`src/rtl/demux1t4_32_buf_pkg.sv`:
```
// Shared constants and types for the 1-to-4 buffered demultiplexer.
package demux1t4_32_buf_pkg;

  localparam int unsigned NumCh = 4;
  localparam int unsigned DefDw = 32;
  localparam int unsigned DefCw = 16;

  typedef logic [1:0] ch_sel_t;

  typedef enum logic [0:0] {
    StEmpty,
    StFull
  } slot_state_e;

endpackage

```
`src/rtl/demux_slot.sv`:
```
// One output channel: one-entry holding register, valid FSM and delivery counter.
module demux_slot
  import demux1t4_32_buf_pkg::*;
#(
  parameter int unsigned DW = DefDw,
  parameter int unsigned CW = DefCw
) (
  input  logic          clk,
  input  logic          rst,
  input  logic          wr,
  input  logic [DW-1:0] wr_data,
  input  logic          rdy,
  output logic          valid,
  output logic [DW-1:0] data,
  output logic [CW-1:0] cnt
);

  slot_state_e   state_q, state_d;
  logic [DW-1:0] data_q, data_d;
  logic [CW-1:0] cnt_q, cnt_d;
  logic          take;

  assign valid = (state_q == StFull);
  assign take  = valid & rdy;
  assign data  = data_q;
  assign cnt   = cnt_q;

  always_ff @(posedge clk) begin
    if (rst) begin
      state_q <= StEmpty;
      data_q  <= '0;
      cnt_q   <= '0;
    end else begin
      state_q <= state_d;
      data_q  <= data_d;
      cnt_q   <= cnt_d;
    end
  end

  // The top only asserts wr when the slot can accept, so a full slot is
  // never overwritten while stalled.
  always_comb begin
    state_d = state_q;
    data_d  = data_q;
    cnt_d   = cnt_q;
    unique case (state_q)
      StEmpty: if (wr) state_d = StFull;
      StFull:  if (take && !wr) state_d = StEmpty;
      default: state_d = StEmpty;
    endcase
    if (wr) data_d = wr_data;
    if (take) cnt_d = cnt_q + CW'(1);
  end

endmodule

```
`src/rtl/demux1t4_32_buf.sv`:
```
// 1-to-4 demultiplexer with a one-word buffer and a delivery counter per channel.
module demux1t4_32_buf
  import demux1t4_32_buf_pkg::*;
#(
  parameter int unsigned DW = DefDw,
  parameter int unsigned CW = DefCw
) (
  input  logic          clk,
  input  logic          rst,
  input  logic          in_valid,
  output logic          in_ready,
  input  logic [1:0]    in_sel,
  input  logic [DW-1:0] in_data,
  output logic [3:0]    out_valid,
  input  logic [3:0]    out_ready,
  output logic [DW-1:0] out_data0,
  output logic [DW-1:0] out_data1,
  output logic [DW-1:0] out_data2,
  output logic [DW-1:0] out_data3,
  output logic [CW-1:0] cnt0,
  output logic [CW-1:0] cnt1,
  output logic [CW-1:0] cnt2,
  output logic [CW-1:0] cnt3
);

  ch_sel_t          sel;
  logic [NumCh-1:0] wr;
  logic [DW-1:0]    data_arr [NumCh];
  logic [CW-1:0]    cnt_arr  [NumCh];

  assign sel      = ch_sel_t'(in_sel);
  // Readiness looks only at the addressed channel; other full channels never block.
  assign in_ready = !out_valid[sel] || out_ready[sel];

  always_comb begin
    wr = '0;
    wr[sel] = in_valid & in_ready;
  end

  for (genvar k = 0; k < NumCh; k++) begin : g_slot
    demux_slot #(
      .DW(DW),
      .CW(CW)
    ) u_slot (
      .clk    (clk),
      .rst    (rst),
      .wr     (wr[k]),
      .wr_data(in_data),
      .rdy    (out_ready[k]),
      .valid  (out_valid[k]),
      .data   (data_arr[k]),
      .cnt    (cnt_arr[k])
    );
  end

  assign out_data0 = data_arr[0];
  assign out_data1 = data_arr[1];
  assign out_data2 = data_arr[2];
  assign out_data3 = data_arr[3];
  assign cnt0      = cnt_arr[0];
  assign cnt1      = cnt_arr[1];
  assign cnt2      = cnt_arr[2];
  assign cnt3      = cnt_arr[3];

endmodule

```
`config.mk`:
```
export PLATFORM = sky130hd
export DESIGN_NAME = demux1t4_32_buf
export DESIGN_NICKNAME = d
export VERILOG_FILES = /design/src/rtl/demux1t4_32_buf_pkg.sv /design/src/rtl/demux_slot.sv /design/src/rtl/demux1t4_32_buf.sv
export SDC_FILE = /design/constraint.sdc
export NUM_CORES = 1
export LEC_CHECK = 0
export ABC_AREA = 1
export BUFFER_PORTS_ARGS = -buffer_cell sky130_fd_sc_hd__buf_2
export CORE_MARGIN = 1
export CORE_UTILIZATION = 54
export DETAILED_ROUTE_END_ITERATION = 16
export GPL_TIMING_DRIVEN = 0
export PLACE_DENSITY = 0.85
export SYNTH_ARGS = -nofsm -noshare
export SYNTH_HDL_FRONTEND = slang
export SYNTH_SLANG_ARGS = --single-unit
```
`constraint.sdc`:
```
create_clock -name clk -period 1.6 [get_ports clk]
set_input_delay 0.08 -clock clk [delete_from_list [all_inputs] [get_ports clk]]
set_output_delay 0.08 -clock clk [all_outputs]
set_load 0.02 [all_outputs]
```
==> results.md, run 1 <==
- Status: completed
- Critical path type: reg2out
- Max VDD drop: around 0.00077 V
- Crit path top cell by count: nand2_1
- Slowest library cell on the worst path: dfxtp_4
- Core area: approximately 17000 µm²
- Slew Limit Fails: 0
- Fill count: about 1400
- Clk Latency, worst-skew pair: 0.44 ns
- Synthesized area: ~9400 µm²
- Clk_skew: ~0.011 ns
- Power per cell area: just over 900 nW/µm²
- Gpl congestion: approximately 0.88
- Vias per cell: slightly above 5
- Detail Route Antenna Nets: 0
- I/O pin count: 238
- Global route overflow: 0
- Max Freq: approximately 0.64 GHz
- Crit-path max FO: 7
- Final setup viols: 0
- Final Critical Period: between 1.5 and 2 ns
- Hold Fails Final Rpt: 0
- Syn. warnings: 0
- # DRC: 0
- Relative slew slack: 0.524
- PortBufs: approximately 230
- Static Leak: around 6.2 nW
- Reg clk slew, reported paths: roughly 0.07 ns
- First-pass GRT wire length: between 40000 and 50000 µm
- Final Non-Filler Cells: around 2000
- Seq/Total Area, Yosys: 0.416
- Largest net degree at the start of global routing: 17
- Hpwl dp: slightly below 20000 µm
- DR pass1 iterations: 5
- Longest Clk Path Bufs: 2
- Inserted Clock Buffers: 17
- Vias in the first global route: approximately 8600
- Root buf cell: clkbuf_16
- Share of cells above drive strength 1: 0.206
- CTS sink cnt: between 150 and 200
- Final period util: 0.974
- Worst endpoint data arrival time: roughly 1.5 ns
- Hold crit path type: in2reg
- Nets@finish: between 1500 and 2000
- Mapped Cells: roughly 1500
- Critical path's largest stage delay: about 0.37 ns
- Initial Utilization: 0.561
- Placed cells: ~1900
- CP required: 1.52 ns
- Worst-Margin Slew: 0.714 ns
- Rows: 47
- Max-cap violation count: 0
- Post-Syn Area per Cell: roughly 6.4 µm²
- Most frequent cells in the layout: nand2_1, inv_1, buf_2
- Setup TNS: 0 ns
- Drt wl/cell: between 10 and 15 µm
- Via Count: 9967
- Initial drt markers: between 700 and 800
- Total GRT Usage: 0.302
- Overall routed net length: between 20000 and 30000 µm
- Die height: between 100 and 150 µm
- Die Wd: about 130 µm
- Most common cell after layout, fill and taps aside: nand2_1
- Full die area: between 15000 and 20000 µm²
- CTS tree: built
- Design Power: 10.9 mW
- Synthesized flop and latch total: 196
- CP cell instances: nand2_1, nand2_1, nand2_1, nand2_2, nand2_4, buf_6, buf_4
- Initial antenna violation count: 1
- Setup crit start kind: flip-flop
- Synth-to-layout area growth: 23.4%
- CTS H-tree depth: 4
- Syn_nets: 1515
- Fin util: 0.693
- Synth cell types: 26
- Critical Path Sink Type: output port
==> layout make-up <==
class / count / area, µm² / share of cell area
flip-flops and latches: 196 / 3930 / 0.337
multi-input cells: 829 / 3810 / 0.327
inverters: 365 / 1370 / 0.118
repair buffers: 242 / 1250 / 0.107
clock buffers: 23 / 488 / 0.0419
plain buffers: 80 / 450 / 0.0387
well taps: 220 / 275 / 0.0236
clock inverters: 7 / 73.8 / 0.00634
diodes: 1 / 2.50 / 0.000215
==> synth_stat cells (all sizes together) <==
library cell | n | area, µm²
nor2 | 217 | 836
a211oi | 3 | 22.5
ha | 4 | 50.1
nor3b | 1 | 7.51
nand4 | 135 | 845
a31oi | 8 | 50.1
dfxtp | 196 | 3920
nand3 | 25 | 145
o21ai | 27 | 135
buf | 42 | 294
inv | 365 | 1370
o21a | 3 | 22.5
nand2 | 358 | 1350
nor3 | 8 | 40.0
xor2 | 1 | 8.76
a21oi | 39 | 195
clkbuf | 38 | 144
==> logic make-up (layout without fill, tap and decap cells) <==
kind of cell,Yosys count,count (layout),synth area share
and+or+nand+nor,744,744,0.342
buffers and inverters,445,717,0.192
DFF,196,196,0.416
AOI/OAI and AO/OA,80,80,0.0451
adders and majority gates,4,4,0.00530
xor gates and xnor gates,1,1,0.000928
other,0,1,0
==> per-stage QoR <==
| step | area, µm² | worst slack (ns) | hold WS (ns) |
|---|---|---|---|
| 2_1_floorplan | 9440 | 0.0893 | 0.243 |
| 3_3_place_gp | 10900 | -0.0773 | 0.362 |
| 3_5_place_dp | 10900 | -0.173 | 0.368 |
| 4_1_cts | 11500 | 0.000918 | 0.0226 |
| 5_1_grt | 11700 | -0.0129 | 0.0602 |
| 6_report | 11700 | 0.0408 | 0.0355 |
==> per-layer routing <==
layer / vias to the layer above / track usage / part of all wire / wire, µm
met5: - / 0 / 0 / 0
met4: 0 / 0.125 / 0.029 / 805
met3: 67 / 0.0673 / 0.090 / 2480
met2: 473 / 0.482 / 0.46 / 12800
met1: 4489 / 0.394 / 0.42 / 11600
li1: 4938 / - / - / -
==> power by group <==
group	internal, mW	leakage, nW	switching [mW]
Combinational	0.493	4.38	1.05
Clock	2.30	0.264	1.88
Sequential	5.06	1.60	0.109
Total	7.85	6.24	3.04
==> registers in the layout, summed over array words and instances (netlist names) <==
name                 count
g_slot.u_slot.cnt       64
g_slot.u_slot.valid      4
g_slot.u_slot.data     128
==> final timing paths <==
kind / slack [ns] / from / to / depth (start not counted)
setup reg to reg: 0.07 / g_slot[1].u_slot.valid / g_slot[0].u_slot.data[17] / 11
hold reg to reg: 0.49 / g_slot[3].u_slot.valid / g_slot[3].u_slot.valid / 2
setup / recovery: 0.04 / g_slot[1].u_slot.valid / in_ready / 7
hold / removal: 0.04 / in_data[25] / g_slot[1].u_slot.data[25] / 5
==> repair_timing <==
item	in CTS	in global routing
pin swaps	0	4
endpoints found under the setup margin	20	35
gates resized for setup	12	26
setup buffers	1	4
hold endpoints to repair	4	0
gates cloned	0	0
hold buffers	4	0
==> worst max-delay path, delay by kind of cell (launching register included) <==
family	cells	cell delay, ns
buf+inv	2	0.29
simple gates	5	0.38
flops	1	0.37
(Power assumes the default switching activity.)
==> run 2, diff against run 1 <==
--- a/config.mk
+++ b/config.mk
@@ -8,10 +8,10 @@
 export ABC_AREA = 1
 export BUFFER_PORTS_ARGS = -buffer_cell sky130_fd_sc_hd__buf_2
 export CORE_MARGIN = 1
-export CORE_UTILIZATION = 54
+export CORE_UTILIZATION = 48
 export DETAILED_ROUTE_END_ITERATION = 16
 export GPL_TIMING_DRIVEN = 0
-export PLACE_DENSITY = 0.85
+export PLACE_DENSITY = 0.8
 export SYNTH_ARGS = -nofsm -noshare
 export SYNTH_HDL_FRONTEND = slang
 export SYNTH_SLANG_ARGS = --single-unit
==> constraint.sdc (replaced) <==
create_clock -name clk -period 1.4 [get_ports clk]
set_input_delay 0.07 -clock clk [delete_from_list [all_inputs] [get_ports clk]]
set_output_delay 0.07 -clock clk [all_outputs]
set_load 0.02 [all_outputs]
==> results.md, run 2 (synthesized netlist as in run 1, its figures left out) <==
- Status: finished, violations left (was completed)
- Failing checks: hold timing, setup timing
- Largest net degree at the start of global routing: 20 (was 17)
- Worst R2R Start: g_slot[1].u_slot.valid (unchanged)
- Switching Fraction: 0.290 (was 0.279)
- R2r endpoint: g_slot[1].u_slot.data[22] (was g_slot[0].u_slot.data[17])
- Static Leak: 6.47 nW (was 6.24 nW)
- Detail Route Antenna Nets: 0 (unchanged)
- Initial antenna violation count: 1 (unchanged)
- Full die area: 20200 µm² (was 18000 µm²)
- Total GRT Usage: 0.280 (was 0.302)
- RSZ-0062 raised after global routing: yes
- Initial drt markers: 653 (was 750)
- Hold slack: -0.0175 ns (was 0.0355 ns)
- Die height: 142 µm (was 134 µm)
- Clock power frac: 0.397 (was 0.383)
- Nets@finish: 1794 (was 1776)
- Share of cells above drive strength 1: 0.233 (was 0.206)
- Setup TNS: -3.31 ns (was 0 ns)
- Hold crit path type: in2reg (unchanged)
- Final Non-Filler Cells: 2023 (was 1963)
- Hold Fails Final Rpt: 1 (was 0)
- CTS H-tree depth: 4 (unchanged)
- Max VDD drop: 0.000866 V (was 0.000770 V)
- Crit-path max FO: 10 (was 7)
- Drt wl/cell: 14.3 µm (was 14.1 µm)
- # DRC: 0 (unchanged)
- Global route overflow: 0 (unchanged)
- Critical path type: reg2reg (was reg2out)
- Final setup viols: 103 (was 0)
- Setup WS post-layout: -0.0821 ns (was 0.0408 ns)
- Clk Latency, worst-skew pair: 0.44 ns (about the same)
- Rows: 50 (was 47)
- Placed cells: 1964 (was 1924)
- Max reg flops: 128 (unchanged)
- Gpl congestion: 0.843 (was 0.884)
- CP Capture Point: g_slot[1].u_slot.data[22] (was in_ready)
- Hpwl dp: 20300 µm (was 19900 µm)
- Worst-Margin Slew: 0.813 ns (was 0.714 ns)
- Inserted Clock Buffers: 17 (unchanged)
- CTS tree: built (unchanged)
- Root buf cell: clkbuf_16 (unchanged)
- Psw: 3.73 mW (was 3.04 mW)
- Worst slack at placement: -0.331 ns (was -0.173 ns)
- Design internal power: 9.15 mW (was 7.85 mW)
- Most frequent cells in the layout: nand2_1, inv_1, buf_2 (unchanged)
- DR pass1 iterations: 5 (unchanged)
- Relative slew slack: 0.458 (was 0.524)
- CP required: 1.78 ns (was 1.52 ns)
- First-pass GRT wire length: 44300 µm (was 42900 µm)
- Via Count: 9919 (was 9967)
- Vias in the first global route: 8867 (was 8601)
- R2R Setup Slk: -0.08 ns (was 0.07 ns)
- Reg clk slew, reported paths: 0.08 ns (was 0.07 ns)
- Critical Path Sink Type: flip-flop (was output port)
- I/O pin count: 238 (unchanged)
- Combinational cell fraction of total power: 0.144 (was 0.142)
- Die Wd: 142 µm (was 134 µm)
- Fill count: 1700 (was 1410)
- Initial Utilization: 0.496 (was 0.561)
- CTS sink cnt: 196 (unchanged)
- Overall routed net length: 28800 µm (was 27700 µm)
- Final Critical Period: about 1.5 ns
- PortBufs: 234 (unchanged)
- Longest Clk Path Bufs: 2 (unchanged)
- Setup crit start kind: flip-flop (unchanged)
- Vias per cell: 4.90 (was 5.08)
- Worst Setup SP: g_slot[1].u_slot.valid (unchanged)
- Clk_skew: 0.00957 ns (was 0.0108 ns)
- Reg2Reg Depth: 11 (unchanged)
- Max-cap violation count: 0 (unchanged)
- Max Freq: 0.675 GHz
- Final period util: 1.06
- Most common cell after layout, fill and taps aside: nand2_1 (unchanged)
- Seq pwr share: 0.459 (was 0.475)
- Power per cell area: 1050 nW/µm² (was 935 nW/µm²)
- Worst endpoint data arrival time: 1.86 ns (was 1.48 ns)
- Synth-to-layout area growth: 29.6% (was 23.4%)
- Slew Limit Fails: 0 (unchanged)
- Core area: 19000 µm² (was 16800 µm²)
==> run 2: changes by cell type in the layout (fill, tap and decap cells not counted), moves of 6 or more <==
cell / change
buf_4: +17
buf_2: -12
dfxtp_2: +12
dfxtp_1: -11
nor2_1: -9
buf_8: +7
nand2_1: -6
nand3_4: +6
nor2_4: +6
==> run 2: what timing repair did <==
item / in CTS / in global routing
gates cloned: 0 / 3
pin swaps: 8 / 15
hold buffers: 4 / 0
endpoints found under the hold margin: 4 / 0
setup endpoints to repair: 150 / 173
gates resized for setup: 57 / 58
buffers inserted: 9 / 11
==> run 2: per-stage QoR <==
step / util / total power [mW] / instance area (µm²)
after floorplan: - / 7.19 / 9470
after global placement: 0.576 / 7.72 / 11000
after detailed placement: 0.576 / 7.76 / 11000
after CTS: 0.624 / 12.9 / 11900
after global routing: 0.643 / 13.3 / 12200
final: 0.643 / 12.9 / 12200
==> run 2: power groups by stage <==
stage | clock [mW] | combinational, mW | sequential [mW]
after global placement | 0 | 1.69 | 6.03
after global routing | 5.35 | 2.05 | 5.93
final | 5.12 | 1.85 | 5.91
after detailed placement | 0 | 1.73 | 6.04
after CTS | 5.16 | 1.79 | 5.91
after floorplan | 0 | 0.916 | 6.27
==> run 2: area by class of cell <==
class	count	area (µm²)	area share
repair buffers	261	1460	0.119
flip-flops and latches	196	3940	0.322
diodes	1	2.50	0.000205
clock inverters	14	170	0.0139
inverters	365	1370	0.112
clock buffers	18	439	0.0359
well taps	260	325	0.0266
plain buffers	79	546	0.0446
multi-input cells	829	3980	0.325
==> run 2: how the worst min path moves through the flow <==
stage | endpoint | startpoint | slack (ns) | cells past startpoint
3_3_place_gp | g_slot[2].u_slot.valid | out_ready[2] | 0.35 | 4
6_report | g_slot[0].u_slot.cnt[0] | out_ready[0] | -0.02 | 3
5_1_grt | g_slot[0].u_slot.cnt[0] | out_ready[0] | 0.006 | 3
4_1_cts | g_slot[3].u_slot.data[30] | in_data[30] | 0.01 | 5
2_1_floorplan | g_slot[0].u_slot.valid | out_ready[0] | 0.23 | 3
3_5_place_dp | g_slot[3].u_slot.valid | out_ready[3] | 0.37 | 4
==> run 2: routing by layer <==
metal,vias up,share of wire,track usage
li1,4982,-,-
met4,0,0.034,0.126
met3,66,0.060,0.0552
met2,343,0.47,0.464
met5,-,0,0
met1,4528,0.43,0.351
==> run 2: worst max-delay path, cell delays in order, from the launching register on <==
cell and delay [ns]:
dfxtp_2 0.37, nand2_1 0.06, nand2_1 0.05, nand2_1 0.06
nand2_2 0.08, nand2_4 0.08, buf_6 0.15, buf_12 0.14
buf_8 0.14, nand4_1 0.08, nand2_1 0.07, nor2_1 0.14
==> run 3, diff against run 2 <==
--- a/config.mk
+++ b/config.mk
@@ -8,10 +8,11 @@
 export ABC_AREA = 1
 export BUFFER_PORTS_ARGS = -buffer_cell sky130_fd_sc_hd__buf_2
 export CORE_MARGIN = 1
-export CORE_UTILIZATION = 48
+export CORE_UTILIZATION = 46
 export DETAILED_ROUTE_END_ITERATION = 16
 export GPL_TIMING_DRIVEN = 0
 export PLACE_DENSITY = 0.8
 export SYNTH_ARGS = -nofsm -noshare
 export SYNTH_HDL_FRONTEND = slang
+export SYNTH_HIERARCHICAL = 1
 export SYNTH_SLANG_ARGS = --single-unit
==> results.md, run 3 <==
- CTS H-tree depth: 4 (unchanged)
- Setup TNS: -8.57 ns (was -3.31 ns)
- Core area: 16500 µm² (was 19000 µm²)
- Combinational cell fraction of total power: 0.133 (was 0.144)
- Initial Utilization: 0.471 (was 0.496)
- Register area: 3960 µm² (was 3940 µm²)
- Multi-input gate area: 4100 µm² (was 3980 µm²)
- CTS sink cnt: 196 (unchanged)
- Design Power: 12.8 mW (was 12.9 mW)
- Post-synth EDFFs: 0 (unchanged)
- Crit-path max FO: 8 (was 10)
- Detail Route Antenna Nets: 0 (unchanged)
- Critical path's largest stage delay: 0.35 ns (was 0.37 ns)
- CP required: 1.72 ns (was 1.78 ns)
- Failing checks: setup timing (was hold timing, setup timing)
- Fin util: 0.726 (was 0.643)
- Critical path buffers and inverters: 2 (was 3)
- Die Wd: 132 µm (was 142 µm)
- Max Freq: 0.640 GHz (was 0.675 GHz)
- Crit-path leading delay family: simple AND/OR/NAND/NOR gates (unchanged)
- First-pass GRT wire length: 40800 µm (was 44300 µm)
- Setup crit start kind: flip-flop (unchanged)
- Power per cell area: 1070 nW/µm² (was 1050 nW/µm²)
- Hold Fails Final Rpt: 0 (was 1)
- Die height: 132 µm (was 142 µm)
- Ys async rst share: 0 (unchanged)
- CTS tree: built (unchanged)
- Hold crit path type: in2reg (unchanged)
- Most common cell after layout, fill and taps aside: buf_2 (was nand2_1)
- Via Count: 8548 (was 9919)
- Seq/Total Area, Yosys: 0.505 (was 0.416)
- Design internal power: 9.29 mW (was 9.15 mW)
- Worst endpoint data arrival time: 1.88 ns (was 1.86 ns)
- Clk_skew: 0.0149 ns (was 0.00957 ns)
- Crit path depth: 11 (unchanged)
- Gpl congestion: 0.881 (was 0.843)
- Vias per cell: 5.21 (was 4.90)
- Drt wl/cell: 16.6 µm (was 14.3 µm)
- Reg clk slew, reported paths: 0.08 ns (about the same)
- Switching Fraction: 0.275 (was 0.290)
- Prevailing post-synth register cell: dfxtp_1 (unchanged)
- Post-Syn Area per Cell: 7.24 µm² (was 6.42 µm²)
- Inserted Clock Buffers: 17 (unchanged)
- Mapped Cells: 1074 (was 1470)
- Reg2Reg Depth: 11 (unchanged)
- Initial antenna violation count: 0 (was 1)
- Share of cells above drive strength 1: 0.374 (was 0.233)
- Slew Limit Fails: 0 (unchanged)
- Setup WS post-layout: -0.163 ns (was -0.0821 ns)
- Final Critical Period: 1.56 ns (was 1.48 ns)
- Synth area leaders: dfxtp_1, nor2_1, o21ai_0 (was dfxtp_1, nand2_1, inv_1)
- Clk Latency, worst-skew pair: 0.43 ns (was 0.44 ns)
- CP cell instances: nand2_2, nand2_1, nand2_1, nand2_2, nand2_4, nand2_8, nor2_4, buf_12, buf_6, o21ai_0, nor2_1 (was nand2_1, nand2_1, nand2_1, nand2_2, nand2_4, buf_6, buf_12, buf_8, nand4_1, nand2_1, nor2_1)
- Initial drt markers: 578 (was 653)
- Most common cell in the netlist: nor2_1 (was nand2_1)
- Synthesized flop and latch total: 196 (unchanged)
- RSZ-0062 raised after global routing: yes (unchanged)
- Worst-Margin Slew: 0.685 ns (was 0.813 ns)
- Top cells by count, synth: nor2_1, dfxtp_1, o21ai_0 (was nand2_1, inv_1, nor2_1)
- Max reg flops: 128 (unchanged)
- Longest Clk Path Bufs: 2 (unchanged)
- Fill count: 1218 (was 1700)
- Final period util: 1.12 (was 1.06)
- CP Capture Point: g_slot[0].u_slot/data[25] (was g_slot[1].u_slot.data[22])
- Hpwl dp: 17000 µm (was 20300 µm)
- Critical Path Sink Type: flip-flop (unchanged)
- Rows: 47 (was 50)
- R2R Setup Slk: -0.16 ns (was -0.08 ns)
- Post-synth top area cell: dfxtp_1 (unchanged)
- Depth of the worst hold-timing path: 3 (unchanged)
- Clock power frac: 0.408 (was 0.397)
- Largest net degree at the start of global routing: 19 (was 20)
- Status: finished, violations left (unchanged)
- Hold slack: 0.0118 ns (was -0.0175 ns)
- R2r endpoint: g_slot[0].u_slot/data[25] (was g_slot[1].u_slot.data[22])
- Antenna cells: 0 (was 1)
- Max VDD drop: 0.00108 V (was 0.000866 V)
- Most frequent cells in the layout: buf_2, nor2_1, dfxtp_1 (was nand2_1, inv_1, buf_2)
- Synthesized area: 7780 µm² (was 9440 µm²)
- Root buf cell: clkbuf_16 (unchanged)
- Worst Setup SP: g_slot[2].u_slot/valid (was g_slot[1].u_slot.valid)
- Critical path type: reg2reg (unchanged)
- Relative slew slack: 0.543 (was 0.458)
- Synth cell types: 23 (was 26)
- Max-cap violation count: 0 (unchanged)
- Nets@finish: 1452 (was 1794)
- Global route overflow: 0 (unchanged)
- Syn. warnings: 6 (was 0)
- Slowest library cell on the worst path: dfxtp_4 (was dfxtp_2)
- Syn_nets: 1119 (was 1515)
- Total GRT Usage: 0.299 (was 0.280)
- Psw: 3.52 mW (was 3.73 mW)
- # DRC: 0 (unchanged)
- Seq pwr share: 0.460 (was 0.459)
- Static Leak: 5.70 nW (was 6.47 nW)
- PortBufs: 236 (was 234)
- DR pass1 iterations: 7 (was 5)
- Overall routed net length: 27100 µm (was 28800 µm)
- I/O pin count: 238 (unchanged)
- Synth-to-layout area growth: 54.3% (was 29.6%)
- Worst R2R Start: g_slot[2].u_slot/valid (was g_slot[1].u_slot.valid)
- Top-area cell type share of the netlist area: 0.505 (was 0.416)
- Vias in the first global route: 8004 (was 8867)
- Final setup viols: 129 (was 103)
- Full die area: 17400 µm² (was 20200 µm²)
[run 3: worst min path at each step]
stage / from / endpoint / slack, ns
floorplan: rst / g_slot[0].u_slot/valid / 0.13
global placement: in_data[21] / g_slot[2].u_slot/data[21] / 0.35
detailed placement: in_data[28] / g_slot[2].u_slot/data[28] / 0.36
CTS: in_data[15] / g_slot[0].u_slot/data[15] / -0.03
global route: in_data[15] / g_slot[3].u_slot/data[15] / 0.001
finish: in_data[15] / g_slot[3].u_slot/data[15] / 0.01
[run 3: power groups by stage]
stage,Sequential [mW],Combinational (mW),Clock (mW)
floorplan,6.26,0.407,0
global placement,6.00,1.15,0
detailed placement,6.01,1.17,0
CTS,5.88,1.56,5.25
global route,5.91,1.79,5.51
finish,5.89,1.70,5.22
[run 3: final cells by class]
class | count | area share
timing repair inverter | 1 | 0.000730
multi-input combinational | 750 | 0.342
tap | 220 | 0.0229
clock inverter | 15 | 0.0160
sequential | 196 | 0.330
buffer | 45 | 0.0523
timing repair buffer | 313 | 0.170
clock buffer | 17 | 0.0355
inverter | 83 | 0.0302
[run 3: what timing repair did]
action	CTS	global route
pin swaps	25	34
endpoints found under the hold margin	132	2
buffers inserted	19	5
gates resized for setup	226	123
gates cloned	14	3
endpoints found under the setup margin	129	151
hold buffers	35	2
[run 3: metal layers]
layer	vias to the layer above	global-route usage	routed length [µm]
li1	4101	-	-
met1	4021	0.362	11000
met2	355	0.505	13100
met3	71	0.0754	2090
met4	0	0.123	965
met5	-	0	0
[run 3: kinds of logic after synthesis]
family,share of synthesized area
flip-flops,0.505
AO/OA/AOI/OAI,0.131
buffers and inverters,0.0653
adder cells (fa/ha/maj),0.00644
AND/OR/NAND/NOR,0.292
[run 3: worst reg2reg max path: cells and delay by family, from the launching register on]
| kind | cells | cell delay [ns] |
|---|---|---|
| buffers and inverters | 2 | 0.29 |
| AND/OR/NAND/NOR | 8 | 0.54 |
| flip-flops | 1 | 0.35 |
| AO/OA/AOI/OAI | 1 | 0.28 |
[run 3: through the flow]
step | setup slack [ns] | cells | area, µm²
6_report | -0.163 | 1640 | 12000
5_1_grt | -0.261 | 1640 | 12000
4_1_cts | -0.103 | 1630 | 11600
3_5_place_dp | -0.288 | 1530 | 9320
3_3_place_gp | -0.253 | 1530 | 9320
2_1_floorplan | -0.00104 | 1074 | 7860
